## config.mk

```make
export PLATFORM = sky130hd
export DESIGN_NAME = hazard_lane_engine
export DESIGN_NICKNAME = d
export VERILOG_FILES = /design/src/rtl/lane_pkg.sv /design/src/rtl/lane_shifter.sv /design/src/rtl/hazard_lane_engine.sv
export SDC_FILE = /design/constraint.sdc
export NUM_CORES = 1
export LEC_CHECK = 0
export BUFFER_PORTS_ARGS = -buffer_cell sky130_fd_sc_hd__buf_2
export CORE_MARGIN = 2
export CORE_UTILIZATION = 51
export DETAILED_ROUTE_END_ITERATION = 10
export HOLD_SLACK_MARGIN = 0.1
export PLACE_DENSITY = 0.67
export SYNTH_ARGS = -nofsm -noshare
export SYNTH_HDL_FRONTEND = slang
export SYNTH_HIERARCHICAL = 1
export SYNTH_SLANG_ARGS = --single-unit
```

## constraint.sdc

```tcl
create_clock -name i_Clk -period 6 [get_ports i_Clk]
set_clock_uncertainty 0.2 [all_clocks]
set_input_delay 0.3 -clock i_Clk [delete_from_list [all_inputs] [get_ports i_Clk]]
set_output_delay 0.3 -clock i_Clk [all_outputs]
set_load 0.01 [all_outputs]
```

## src/rtl/lane_pkg.sv

```systemverilog
// Shared playfield geometry, tile codes and per-lane motion constants used by the
// lane engine, the frog controller and the renderer.
package lane_pkg;

  localparam int unsigned NumLanes      = 10;
  localparam int unsigned RowGoal       = 0;
  localparam int unsigned RowRiverFirst = 1;
  localparam int unsigned RowRiverLast  = 5;
  localparam int unsigned RowMedian     = 6;
  localparam int unsigned RowRoadFirst  = 7;
  localparam int unsigned RowRoadLast   = 11;
  localparam int unsigned RowLast       = 14;

  typedef enum logic [3:0] {
    TileSafe  = 4'd0,
    TileRoad  = 4'd1,
    TileWater = 4'd2,
    TileLog   = 4'd3,
    TileGoal  = 4'd4,
    TileCar   = 4'd5
  } tile_e;

  typedef enum logic {
    DirLeft  = 1'b0,
    DirRight = 1'b1
  } dir_e;

  // Lane index 0-4 maps to river rows 1-5, lane index 5-9 to road rows 7-11.
  localparam int unsigned LanePeriod [NumLanes] = '{1, 2, 3, 4, 2, 1, 2, 3, 4, 1};

  localparam dir_e LaneDir [NumLanes] = '{
    DirLeft, DirRight, DirLeft, DirRight, DirLeft,
    DirRight, DirLeft, DirRight, DirLeft, DirRight
  };

  // Wide enough for any column count a 6-bit column coordinate can address.
  localparam logic [63:0] LaneInit [NumLanes] = '{
    64'h0001, 64'h0070, 64'h0E1C, 64'h3C03, 64'h01C7,
    64'h1111, 64'h0618, 64'h2082, 64'h0C30, 64'h0909
  };

  function automatic logic row_is_river(logic [5:0] row);
    return (32'(row) >= RowRiverFirst) && (32'(row) <= RowRiverLast);
  endfunction

  function automatic logic row_is_road(logic [5:0] row);
    return (32'(row) >= RowRoadFirst) && (32'(row) <= RowRoadLast);
  endfunction

  // Only meaningful for river and road rows.
  function automatic logic [3:0] row_to_lane(logic [5:0] row);
    return (32'(row) <= RowRiverLast) ? 4'(row - 6'd1) : 4'(row - 6'd2);
  endfunction

endpackage

```

## src/rtl/lane_shifter.sv

```systemverilog
// One hazard lane: occupancy pattern that rotates one column every c_PERIOD base ticks.
module lane_shifter
  import lane_pkg::*;
#(
  parameter int unsigned         c_GRID_W = 14,
  parameter int unsigned         c_PERIOD = 1,
  parameter dir_e                c_DIR    = DirLeft,
  parameter logic [c_GRID_W-1:0] c_INIT   = '0
) (
  input  logic                i_Clk,
  input  logic                i_Rst_N,
  input  logic                i_Tick,
  output logic [c_GRID_W-1:0] o_Pattern,
  output logic                o_Step
);

  logic [c_GRID_W-1:0] pattern_q, pattern_d;
  logic [1:0]          step_cnt_q, step_cnt_d;
  logic                step;

  always_comb begin
    step       = i_Tick && (step_cnt_q == 2'(c_PERIOD - 1));
    step_cnt_d = step_cnt_q;
    pattern_d  = pattern_q;
    if (step) begin
      step_cnt_d = '0;
      // Left: new[c] = old[c+1]; right: new[c] = old[c-1]; both wrap the end bit.
      pattern_d  = (c_DIR == DirLeft) ? {pattern_q[0], pattern_q[c_GRID_W-1:1]}
                                      : {pattern_q[c_GRID_W-2:0], pattern_q[c_GRID_W-1]};
    end else if (i_Tick) begin
      step_cnt_d = step_cnt_q + 2'd1;
    end
  end

  always_ff @(posedge i_Clk or negedge i_Rst_N) begin
    if (!i_Rst_N) begin
      pattern_q  <= c_INIT;
      step_cnt_q <= '0;
    end else begin
      pattern_q  <= pattern_d;
      step_cnt_q <= step_cnt_d;
    end
  end

  assign o_Pattern = pattern_q;
  assign o_Step    = step;

endmodule

```

## src/rtl/hazard_lane_engine.sv

```systemverilog
// Ten moving hazard lanes (logs and cars) with frog status and renderer tile lookup.
module hazard_lane_engine
  import lane_pkg::*;
#(
  parameter int unsigned c_TICK_DIV = 6250000,
  parameter int unsigned c_GRID_W   = 14
) (
  input  logic       i_Clk,
  input  logic       i_Rst_N,
  input  logic       i_Game_Active,
  input  logic [5:0] i_Frogger_X,
  input  logic [5:0] i_Frogger_Y,
  input  logic [5:0] i_Col_Count_Div,
  input  logic [5:0] i_Row_Count_Div,
  output logic       o_On_Log,
  output logic       o_Collided,
  output logic [3:0] o_Cell_Type,
  output logic       o_Frog_Carry
);

  localparam int unsigned TickW = (c_TICK_DIV > 1) ? $clog2(c_TICK_DIV) : 1;
  localparam logic [c_GRID_W-1:0] ColOne = {{(c_GRID_W-1){1'b0}}, 1'b1};

  logic [TickW-1:0]    tick_cnt_q, tick_cnt_d;
  logic                base_tick;
  logic [c_GRID_W-1:0] lane_pat [NumLanes];
  logic [NumLanes-1:0] lane_step;

  logic       frog_valid, frog_river, frog_road, frog_bit;
  logic [3:0] frog_lane;
  logic       qry_valid, qry_river, qry_road, qry_bit;
  logic [3:0] qry_lane;

  logic       on_log_q, collided_q, carry_q;
  tile_e      cell_q, cell_d;

  // Counter holds its phase while the game is paused.
  always_comb begin
    base_tick  = i_Game_Active && (tick_cnt_q == TickW'(c_TICK_DIV - 1));
    tick_cnt_d = tick_cnt_q;
    if (base_tick) begin
      tick_cnt_d = '0;
    end else if (i_Game_Active) begin
      tick_cnt_d = tick_cnt_q + TickW'(1);
    end
  end

  for (genvar l = 0; l < NumLanes; l++) begin : g_lane
    lane_shifter #(
      .c_GRID_W (c_GRID_W),
      .c_PERIOD (LanePeriod[l]),
      .c_DIR    (LaneDir[l]),
      .c_INIT   (LaneInit[l][c_GRID_W-1:0])
    ) u_lane (
      .i_Clk     (i_Clk),
      .i_Rst_N   (i_Rst_N),
      .i_Tick    (base_tick),
      .o_Pattern (lane_pat[l]),
      .o_Step    (lane_step[l])
    );
  end

  // Lookups use the current (pre-step) patterns.
  always_comb begin
    frog_valid = (32'(i_Frogger_X) < c_GRID_W) && (32'(i_Frogger_Y) <= RowLast);
    frog_river = row_is_river(i_Frogger_Y);
    frog_road  = row_is_road(i_Frogger_Y);
    frog_lane  = (frog_river || frog_road) ? row_to_lane(i_Frogger_Y) : '0;
    frog_bit   = |(lane_pat[frog_lane] & (ColOne << i_Frogger_X));

    qry_valid  = (32'(i_Col_Count_Div) < c_GRID_W) && (32'(i_Row_Count_Div) <= RowLast);
    qry_river  = row_is_river(i_Row_Count_Div);
    qry_road   = row_is_road(i_Row_Count_Div);
    qry_lane   = (qry_river || qry_road) ? row_to_lane(i_Row_Count_Div) : '0;
    qry_bit    = |(lane_pat[qry_lane] & (ColOne << i_Col_Count_Div));

    cell_d = TileSafe;
    if (qry_valid) begin
      if (32'(i_Row_Count_Div) == RowGoal) begin
        cell_d = TileGoal;
      end else if (qry_river) begin
        cell_d = qry_bit ? TileLog : TileWater;
      end else if (qry_road) begin
        cell_d = qry_bit ? TileCar : TileRoad;
      end
    end
  end

  always_ff @(posedge i_Clk or negedge i_Rst_N) begin
    if (!i_Rst_N) begin
      tick_cnt_q <= '0;
      on_log_q   <= 1'b0;
      collided_q <= 1'b0;
      carry_q    <= 1'b0;
      cell_q     <= TileSafe;
    end else begin
      tick_cnt_q <= tick_cnt_d;
      on_log_q   <= frog_valid && frog_river && frog_bit;
      collided_q <= frog_valid && frog_road && frog_bit;
      carry_q    <= frog_river && lane_step[frog_lane] && on_log_q;
      cell_q     <= cell_d;
    end
  end

  assign o_On_Log     = on_log_q;
  assign o_Collided   = collided_q;
  assign o_Frog_Carry = carry_q;
  assign o_Cell_Type  = cell_q;

endmodule

```

==> impl_metrics.py, run 1 <==
metrics = {
    "global_route": {
        "grt_pass1_wl_um": 50100,
        "grt_pass1_vias": 8424,
        "gr-total-overflow": 0,
        "grt_use_total": 0.273,
        "grt_max_degree": 92,
        "antenna_found_initial": 0,
    },
    "timing": {
        "worst_pin_slew_ns": 1.18,
        "finalHoldViolations": 0,
        "relSlewSlack": 0.203,
        "fmax_mhz": 256,
        "layout_min_cycle_time_ns": 3.90,
        "timing.final.ws_setup_ns": 2.10,
        "drv_slew": 0,
        "fin_crit_sh": 0.651,
        "fin_tns_setup_ns": 0,
        "finalSetupViolations": 0,
        "rsz0062_at_grt": "false",
    },
    "critical_path": {
        "crit_path_max_fanout": 47,
        "endpoint_kind": "flip-flop",
        "worstSetupPathType": "primary input to flip-flop",
        "critPathArrivalTime_ns": 4.08,
        "critical_path_required_ns": 6.18,
        "r2r_slack_ns": 2.11,
        "cp-start-kind": "primary input",
    },
    "clock_tree": {
        "postCtsHoldBufs": 2,
        "cts-htree-levels": 4,
        "cts_made_buffers": 17,
        "clkLatencyLatePin_ns": 0.44,
        "cts.clk_slew.worst_paths_ns": 0.08,
        "clock_sinks": 189,
        "cts-resized-gates": 0,
        "cts_tree": "done",
        "cts_setup_buffers": 0,
        "cts_buffer_depth": 2,
        "cts-root-buf": "clkbuf_16",
    },
    "placement": {
        "routabilityCongestion": 1.01,
        "dp_hpwl_um": 23000,
        "numPortBuffers": 32,
        "dp_slack_ns": 1.86,
    },
    "cells_and_area": {
        "fin_nets": 1095,
        "final_common_cell": "dfrtp_1",
        "fillers": 1943,
        "final_cell_mix": "dfrtp_1, nand2_1, mux2_4, mux2_2, mux2i_1",
        "drive_above_1_share": 0.296,
        "syn_to_final_growth_pct": 8.03,
        "n_antenna_cell": 0,
    },
    "floorplanning": {
        "io_pins": 34,
        "core_sq_mm": 0.0224,
        "die_x_um": 155,
        "rows": 55,
        "start_util": 0.516,
        "die_y_um": 155,
        "die-area_sq_mm": 0.0239,
    },
    "yosys": {
        "synth-xor-area-share": 0.0182,
        "synth_fp_nets": 1075,
        "ys_top_cells_by_area": "dfrtp_1, mux2_4, dfstp_2, mux2_2, mux2i_1",
        "synth_top_family_by_area": "multiplexers",
        "synth_warnings": 6,
        "netlist_instances": 1029,
        "ys_ff_latch": 189,
        "synth_top_area_cell": "dfrtp_1",
        "synthFlopType": "dfrtp_1",
        "synth-compound-area-share": 0.132,
        "avgSynthCellArea_sq_um": 11.2,
        "synth.distinct_cells": 89,
        "synthAdderAreaFrac": 0.0206,
        "seq_area_frac_synth": 0.413,
        "netlist.area_leader.share": 0.320,
        "synthArstFlopShare": 1.00,
        "syn_area_sq_mm": 0.0116,
        "synth_simple_gate_area_frac": 0.135,
        "synth_edf_count": 0,
        "synth_mux_area_frac": 0.243,
    },
    "detailed_routing": {
        "drtIter0Drc": 1304,
        "dr.pass1.iters": 5,
        "wl_um": 31900,
        "routedWlPerCell_um": 23.7,
        "vias": 8791,
        "antenna_left": 0,
        "vias_per_cell": 6.53,
        "drc_errors": 0,
    },
    "power_and_ir_drop": {
        "p_per_area_mw_per_mm2": 214,
        "p_leak_nw": 6.02,
        "ir_drop_v": 0.000149,
    },
    "run_status": {
        "status": "finished, final reports clean",
    },
    "min_path": {
        "hold_class": "primary input to flip-flop",
    },
    "run": {
        "drv_cap": 0,
    },
}
==> per-stage QoR <==
| stage | instance area, sq um | hold WS (ns) | std cells | power, W | utilization |
|---|---|---|---|---|---|
| 2_1_floorplan | 11600 | -0.196 | 1029 | 0.00147 | - |
| 3_3_place_gp | 11900 | 0.205 | 1313 | 0.00155 | 0.530 |
| 3_5_place_dp | 11900 | 0.211 | 1313 | 0.00156 | 0.530 |
| 4_1_cts | 12500 | 0.115 | 1347 | 0.00270 | 0.557 |
| 5_1_grt | 12500 | 0.183 | 1347 | 0.00277 | 0.557 |
| 6_report | 12500 | 0.148 | 1347 | 0.00267 | 0.557 |
==> metal layers <==
metal	track usage	vias to the layer above	wire [um]
met5	0	-	0
met2	0.418	499	14100
li1	-	3893	-
met1	0.387	4281	13900
met4	0.123	0	1490
met3	0.0392	118	2440
==> critical path, cell delays in order <==
cell           delay [ns]
dlygate4sd3_1        0.52
buf_2                0.15
nand2_1              0.09
nor2_1               0.34
nand4_1              0.16
nor3_2               0.37
buf_4                0.57
nand2_2              0.42
inv_1                0.16
nand2_1              0.05
and3_1               0.21
a31oi_1              0.17
mux2i_1              0.20
o22ai_1              0.19
and3_1               0.18
==> final cells by class <==
type                            instances  area [sq um]  area share
Multi-Input combinational cell        760          6350       0.509
Sequential cell                       189          4780       0.383
Clock buffer                           19           453      0.0363
Clock inverter                         13           141      0.0113
Timing Repair Buffer                   45           272      0.0217
Tap cell                              285           357      0.0285
Inverter                               36           135      0.0108
==> registers in the layout, summed over array words and instances (netlist names) <==
| signal | flops |
|---|---|
| g_lane.u_lane/step_cnt_q | 20 |
| o_On_Log | 1 |
| g_lane.u_lane/o_Pattern | 140 |
| tick_cnt_q | 23 |
| o_Frog_Carry | 1 |
| o_Collided | 1 |
| o_Cell_Type | 3 |
==> worst paths after layout <==
| path | start | end | cells after the start |
|---|---|---|---|
| worst max register to register | tick_cnt_q[0]$_DFFE_PN0P_ | o_Frog_Carry$_DFF_PN0_ | 14 |
| min in group asynchronous | i_Rst_N | g_lane[8].u_lane/o_Pattern[9]$_DFFE_PN0P_ | 2 |
| worst max-delay path | i_Game_Active | o_Frog_Carry$_DFF_PN0_ | 15 |
| max in group asynchronous | i_Rst_N | g_lane[2].u_lane/o_Pattern[1]$_DFFE_PN0P_ | 3 |
| worst min register to register | tick_cnt_q[21]$_DFFE_PN0P_ | tick_cnt_q[21]$_DFFE_PN0P_ | 1 |
| worst min-delay path | i_Frogger_Y[4] | o_On_Log$_DFF_PN0_ | 4 |
==> Yosys cell counts (6+ instances only) <==
cell	count
nand2b_1	6
xor2_1	12
nor4_1	11
inv_1	36
a22oi_1	11
buf_2	17
nor3_1	14
nand2_1	92
a211oi_1	15
o21ai_0	40
xnor2_1	12
mux2_2	68
nand4_1	7
a21oi_1	26
a31oi_1	11
nand3_1	39
o21a_1	7
clkbuf_1	9
nor2b_1	6
o221ai_1	10
and2_1	7
o211ai_1	7
o22ai_1	18
nor4b_1	6
mux2_4	91
dfstp_2	41
nor2_1	42
buf_6	15
dfrtp_1	148
mux2i_1	56
and3_1	7
ha_1	19
nand2_2	6
==> cell families after synthesis <==
group                      count (synthesis)
and+or+nand+nor                          284
muxes                                    220
AOI/OAI and AO/OA                        212
DFF                                      189
buffers and inverters                     80
xor gates and xnor gates                  24
adders and majority gates                 19
other                                      1
==> power breakdown <==
| part | leakage, nW | internal, W | switching (W) |
|---|---|---|---|
| clock | 0.293 | 0.000581 | 0.000552 |
| sequential | 2.45 | 0.00129 | 0.0000184 |
| combinational | 3.27 | 0.0000727 | 0.000152 |
No activity file was read; power rests on OpenSTA's default activity.
==> run 2, diff against run 1 <==
--- a/config.mk
+++ b/config.mk
@@ -10,7 +10,7 @@
 export CORE_UTILIZATION = 51
 export DETAILED_ROUTE_END_ITERATION = 10
 export HOLD_SLACK_MARGIN = 0.1
-export PLACE_DENSITY = 0.67
+export PLACE_DENSITY = 0.7
 export SYNTH_ARGS = -nofsm -noshare
 export SYNTH_HDL_FRONTEND = slang
 export SYNTH_HIERARCHICAL = 1
==> constraint.sdc (replaced) <==
create_clock -name i_Clk -period 3.2 [get_ports i_Clk]
set_clock_uncertainty 0.2 [all_clocks]
set_input_delay 0.16 -clock i_Clk [delete_from_list [all_inputs] [get_ports i_Clk]]
set_output_delay 0.16 -clock i_Clk [all_outputs]
set_load 0.01 [all_outputs]
==> run 2 against run 1 <==
Net effect:
- worst setup slack worse by 2.0 ns
- total power is 97% higher
- critical endpoint is now o_Collided$_DFF_PN0_
- count of clock-buffer cells in the layout is 1 lower
- final area increased by 8.6%
- sequential cell count did not move
==> impl_metrics.py, run 2 (synthesized netlist as in run 1, its figures left out) <==
metrics = {
    "floorplanning": {
        "start_util": 0.516,
        "core_sq_mm": 0.0224,
        "die_y_um": 155,
        "io_pins": 34,
        "rows": 55,
        "die_x_um": 155,
        "die-area_sq_mm": 0.0239,
    },
    "detailed_routing": {
        "routedWlPerCell_um": 23.0,
        "dr.pass1.iters": 6,
        "vias_per_cell": 6.30,
        "drc_errors": 0,
        "vias": 9207,
        "antenna_left": 0,
        "wl_um": 33600,
        "drtIter0Drc": 992,
    },
    "timing": {
        "finalSetupViolations": 0,
        "worst_pin_slew_ns": 0.970,
        "relSlewSlack": 0.351,
        "timing.final.ws_setup_ns": 0.0803,
        "fmax_mhz": 321,
        "holdWs_ns": 0.0636,
        "finalHoldViolations": 0,
        "fin_crit_sh": 0.975,
        "rsz0062_at_grt": "false",
        "layout_min_cycle_time_ns": 3.12,
        "drv_slew": 0,
    },
    "power_and_ir_drop": {
        "p_total_w": 0.00526,
        "p_leak_nw": 6.60,
        "power_frac_comb": 0.102,
        "p_switching_w": 0.00145,
        "pwr-share-clk": 0.430,
        "ir_drop_v": 0.000282,
        "p_seq_frac": 0.468,
        "p_per_area_mw_per_mm2": 388,
        "internal-power_w": 0.00381,
        "power_switching_share": 0.276,
    },
    "critical_path": {
        "max_stage_delay_ns": 0.52,
        "worstSetupPathType": "primary input to flip-flop",
        "cp_num_buf_inv": 5,
        "cp-start-kind": "primary input",
        "critical_path_required_ns": 3.30,
        "endpoint_kind": "flip-flop",
        "crit_path_max_fanout": 9,
        "critPathSlowestCell": "or4b_4",
        "crit_family": "compound AO/OA/AOI/OAI gates",
        "crit_chain": "buf_2 -> inv_1 -> ha_2 -> or3b_4 -> a21oi_4 -> buf_4 -> o22ai_4 -> buf_12 -> buf_4 -> mux2i_1 -> nor3_1 -> a211oi_1 -> or4b_4 -> o41ai_4 -> a211oi_1",
        "critPathArrivalTime_ns": 3.22,
    },
    "clock_tree": {
        "cts-htree-levels": 4,
        "cts-root-buf": "clkbuf_16",
        "clock_sinks": 189,
        "cts.clk_slew.worst_paths_ns": 0.07,
        "cts_buffer_depth": 2,
        "cts_tree": "done",
        "cts_made_buffers": 17,
        "clkLatencyLatePin_ns": 0.44,
    },
    "placement": {
        "numPortBuffers": 32,
        "dp_hpwl_um": 25000,
        "routabilityCongestion": 1.02,
        "placed_area_sq_mm": 0.0127,
        "dp_slack_ns": -0.190,
    },
    "cells_and_area": {
        "fin_nets": 1210,
        "fillers": 1847,
        "final_util": 0.605,
        "multiInputGateArea_sq_mm": 0.00643,
        "regArea_sq_mm": 0.00478,
        "final_common_cell": "dfrtp_1",
        "syn_to_final_growth_pct": 17.3,
        "n_antenna_cell": 0,
        "stdcell_area_sq_mm": 0.0136,
        "largest_reg_flops": 140,
        "drive_above_1_share": 0.370,
        "final_cell_mix": "dfrtp_1, buf_4, nand2_1, mux2_4, mux2_2",
    },
    "min_path": {
        "hold_class": "primary input to flip-flop",
    },
    "global_route": {
        "grt_max_degree": 89,
        "grt_pass1_wl_um": 52900,
        "grt_use_total": 0.288,
        "grt_pass1_vias": 9079,
        "gr-total-overflow": 0,
        "antenna_found_initial": 0,
    },
    "run": {
        "drv_cap": 0,
    },
    "run_status": {
        "status": "finished, final reports clean",
    },
}
run 2: changes by cell type in the layout (fill, tap and decap cells not counted), moves of 3 or more:
| cell | delta |
|---|---|
| buf_12 | +6 |
| buf_4 | +99 |
| inv_8 | -5 |
| dlygate4sd3_1 | +9 |
| inv_6 | +3 |
run 2: stage by stage:
step | TNS (ns) | std cells
after floorplan | 0 | 1029
final | 0 | 1462
after detailed placement | -0.504 | 1416
after CTS | 0 | 1460
after global placement | -0.298 | 1416
after global routing | 0 | 1462
run 2: worst reg2reg max path: stages, from the launching register on:
cell and delay (ns):
dfrtp_1 0.44, nor4b_1 0.41, nand4_1 0.17, nor3_2 0.26, buf_12 0.21, nand2_2 0.07
inv_1 0.07, nand2_1 0.05, and3_1 0.17, a31oi_1 0.14, mux2i_1 0.10, o22ai_1 0.33
and3_1 0.20
run 2: layer usage:
| metal | track usage | up-vias | wire length (um) |
|---|---|---|---|
| met3 | 0.0667 | 97 | 2860 |
| li1 | - | 4134 | - |
| met1 | 0.395 | 4530 | 14200 |
| met5 | 0 | - | 0 |
| met2 | 0.450 | 446 | 15200 |
| met4 | 0.104 | 0 | 1310 |
run 2: timing repair:
| action | CTS | global route |
|---|---|---|
| hold endpoints to repair | 96 | 0 |
| resized for setup | 0 | 21 |
| hold buffers | 12 | 0 |
| setup buffers | 0 | 3 |
| endpoints found under the setup margin | 0 | 5 |
run 2: final timing paths:
path / startpoint / to / slack (ns) / depth (start not counted)
max reg2reg: tick_cnt_q[13]$_DFFE_PN0P_ / o_Frog_Carry$_DFF_PN0_ / 0.31 / 12
min reg2reg: tick_cnt_q[8]$_DFFE_PN0P_ / tick_cnt_q[8]$_DFFE_PN0P_ / 0.30 / 1
max in group asynchronous: i_Rst_N / g_lane[5].u_lane/o_Pattern[12]$_DFFE_PN1P_ / 1.83 / 3
min in group asynchronous: i_Rst_N / g_lane[8].u_lane/o_Pattern[6]$_DFFE_PN0P_ / 0.15 / 2
min: i_Frogger_Y[4] / o_Collided$_DFF_PN0_ / 0.06 / 5
max: i_Frogger_Y[1] / o_Collided$_DFF_PN0_ / 0.08 / 15
run 2: area by class of cell:
| type | count | area share |
|---|---|---|
| clock buffers | 18 | 0.0324 |
| flip-flops and latches | 189 | 0.352 |
| multi-input cells | 760 | 0.474 |
| well taps | 285 | 0.0263 |
| inverters | 36 | 0.00996 |
| clock inverters | 14 | 0.0142 |
| repair buffers | 160 | 0.0911 |
run 2: power groups by stage:
| stage | combinational (W) | sequential, W | clock, W |
|---|---|---|---|
| 2_1_floorplan | 0.000261 | 0.00250 | 0 |
| 3_3_place_gp | 0.000496 | 0.00251 | 0 |
| 3_5_place_dp | 0.000503 | 0.00251 | 0 |
| 4_1_cts | 0.000514 | 0.00246 | 0.00229 |
| 5_1_grt | 0.000578 | 0.00247 | 0.00239 |
| 6_report | 0.000534 | 0.00246 | 0.00226 |
==> run 3, diff against run 2 <==
--- a/config.mk
+++ b/config.mk
@@ -6,11 +6,11 @@
 export NUM_CORES = 1
 export LEC_CHECK = 0
 export BUFFER_PORTS_ARGS = -buffer_cell sky130_fd_sc_hd__buf_2
-export CORE_MARGIN = 2
 export CORE_UTILIZATION = 51
 export DETAILED_ROUTE_END_ITERATION = 10
 export HOLD_SLACK_MARGIN = 0.1
 export PLACE_DENSITY = 0.7
+export RECOVER_POWER = 25
 export SYNTH_ARGS = -nofsm -noshare
 export SYNTH_HDL_FRONTEND = slang
 export SYNTH_HIERARCHICAL = 1
==> run 3 against run 2 <==
Net effect:
- the run now ends with DRC, capacitance limit, slew limit left
- utilization increased by 0.92 points
- count of clock-buffer cells in the layout decreased by 1
- final cell count decreased by 0.34%
- first-iteration DRC count decreased by 21%
- routed wire length increased by 0.73%
- largest power group unchanged
- highest routed layer unchanged
==> impl_metrics.py, run 3 (synthesized netlist as in run 1, its figures left out) <==
metrics = {
    "cells_and_area": {
        "fin_nets": 1210,
        "fillers": 1822,
        "n_antenna_cell": 0,
        "final_cell_mix": "dfrtp_1, buf_4, nand2_1, mux2_4, mux2_2",
        "syn_to_final_growth_pct": 17.0,
        "largest_reg_flops": 140,
        "drive_above_1_share": 0.359,
        "stdcell_area_sq_mm": 0.0135,
        "final_common_cell": "dfrtp_1",
    },
    "power_and_ir_drop": {
        "internal-power_w": 0.00378,
        "power_frac_comb": 0.103,
        "p_seq_frac": 0.472,
        "ir_drop_v": 0.000339,
        "p_per_area_mw_per_mm2": 386,
        "p_leak_nw": 6.60,
        "p_total_w": 0.00523,
        "p_switching_w": 0.00145,
        "pwr-share-clk": 0.425,
        "power_switching_share": 0.277,
    },
    "critical_path": {
        "crit_chain": "buf_2 -> inv_1 -> ha_1 -> or3b_1 -> a211oi_1 -> o22a_1 -> a22oi_1 -> a211oi_1 -> buf_4 -> a31o_2 -> a31oi_1 -> and4_1 -> o31ai_1",
        "endpoint_kind": "flip-flop",
        "cp-start-kind": "primary input",
        "critPathMostFrequentCell": "a211oi_1",
        "max_stage_delay_ns": 0.52,
        "critPathArrivalTime_ns": 3.22,
        "worstSetupPathType": "primary input to flip-flop",
        "critical_path_required_ns": 3.35,
        "critPathSlowestCell": "o22a_1",
        "crit_family": "compound AO/OA/AOI/OAI gates",
        "cp_num_buf_inv": 3,
        "crit_path_max_fanout": 11,
    },
    "global_route": {
        "grt_pass1_vias": 9139,
        "globalRouteMet1Util": 0.419,
        "global_route.usage.met2": 0.468,
        "grt.met3_usage": 0.0498,
        "grt_use_total": 0.302,
        "busiest_layer": "met2",
        "gr-total-overflow": 0,
        "antenna_found_initial": 0,
        "grt_max_degree": 96,
        "grt_pass1_wl_um": 53700,
    },
    "floorplanning": {
        "die_y_um": 153,
        "die-area_sq_mm": 0.0233,
        "rows": 54,
        "core_sq_mm": 0.0220,
        "die_x_um": 153,
        "io_pins": 34,
        "start_util": 0.525,
    },
    "placement": {
        "routabilityCongestion": 1.02,
        "numPortBuffers": 32,
        "dp_hpwl_um": 25100,
        "placed_area_sq_mm": 0.0128,
    },
    "clock_tree": {
        "cts-htree-levels": 4,
        "cts-root-buf": "clkbuf_16",
        "cts.clk_slew.worst_paths_ns": 0.07,
        "cts_tree": "done",
        "clkLatencyLatePin_ns": 0.45,
        "cts_buffer_depth": 2,
        "cts_setup_buffers": 0,
        "clock_sinks": 189,
        "cts_made_buffers": 17,
    },
    "timing": {
        "rsz0062_at_grt": "false",
        "drv_slew": 94,
        "fin_crit_sh": 0.959,
        "fmax_mhz": 326,
        "layout_min_cycle_time_ns": 3.07,
        "relSlewSlack": -0.631,
        "finalSetupViolations": 0,
        "finalHoldViolations": 0,
        "worst_pin_slew_ns": 2.45,
    },
    "run_status": {
        "violations": "DRC, capacitance limit, slew limit",
        "status": "finished with violations",
    },
    "min_path": {
        "hold_class": "primary input to flip-flop",
    },
    "detailed_routing": {
        "vias_per_cell": 6.31,
        "wl_um": 33900,
        "drc_errors": 4,
        "dr.pass1.iters": 10,
        "antenna_left": 0,
        "drtIter0Drc": 788,
        "vias": 9193,
        "routedWlPerCell_um": 23.2,
    },
    "run": {
        "drv_cap": 1,
    },
}
-- run 3: layer usage --
metal / wire length (um) / up-vias
li1: - / 4131
met1: 15000 / 4551
met2: 15200 / 401
met3: 2200 / 110
met4: 1480 / 0
met5: 0 / -
-- run 3: worst register-to-register path, stage by stage (launching register included) --
cell,delay [ns]
dfrtp_1,0.44
nor4b_1,0.35
nand4_1,0.17
nor3_2,0.25
buf_4,0.33
buf_4,0.22
nand2_2,0.11
buf_4,0.24
mux2_4,0.33
-- run 3: path summary, 6_finish.rpt --
check / startpoint / endpoint / slack (ns) / cells past startpoint
setup / recovery: i_Row_Count_Div[0] / o_Cell_Type[0]$_DFF_PN0_ / 0.13 / 13
hold / removal: i_Row_Count_Div[2] / o_Cell_Type[0]$_DFF_PN0_ / 0.15 / 5
setup reg to reg: tick_cnt_q[13]$_DFFE_PN0P_ / g_lane[9].u_lane/o_Pattern[1]$_DFFE_PN0P_ / 0.45 / 8
hold reg to reg: tick_cnt_q[8]$_DFFE_PN0P_ / tick_cnt_q[8]$_DFFE_PN0P_ / 0.30 / 1
max in group asynchronous: i_Rst_N / g_lane[5].u_lane/o_Pattern[7]$_DFFE_PN0P_ / 0.53 / 2
min in group asynchronous: i_Rst_N / g_lane[8].u_lane/o_Pattern[9]$_DFFE_PN0P_ / 0.73 / 2
-- run 3: final cells by class --
| class | instances | area [sq um] | area share |
|---|---|---|---|
| Clock buffer | 17 | 425 | 0.0315 |
| Clock inverter | 15 | 194 | 0.0143 |
| Inverter | 36 | 135 | 0.00999 |
| Multi-Input combinational cell | 760 | 6370 | 0.471 |
| Sequential cell | 189 | 4780 | 0.353 |
| Tap cell | 280 | 350 | 0.0259 |
| Timing Repair Buffer | 160 | 1270 | 0.0941 |
-- run 3: power groups by stage --
stage / registers (W) / logic, W / clock network (W)
detailed placement: 0.00251 / 0.000521 / 0
CTS: 0.00246 / 0.000530 / 0.00227
floorplan: 0.00250 / 0.000261 / 0
finish: 0.00246 / 0.000538 / 0.00222
global route: 0.00247 / 0.000584 / 0.00236
global placement: 0.00251 / 0.000511 / 0
-- run 3: per-stage QoR --
stage                     cells   util  hold slack [ns]  setup WS [ns]  TNS [ns]
after floorplan            1029      -           -0.336          0.122         0
after global placement     1418  0.583           0.0970         -0.157    -0.554
after detailed placement   1418  0.583           0.0995         -0.241    -0.863
after CTS                  1457  0.614            0.129          0.201         0
after global routing       1457  0.614            0.185        0.00733         0
final                      1457  0.614            0.154          0.131         0
-- run 3: repair_timing --
action	4_1_cts	5_1_grt
hold buffers	7	0
resized for setup	0	2
setup endpoints to repair	0	2
endpoints found under the hold margin	101	0
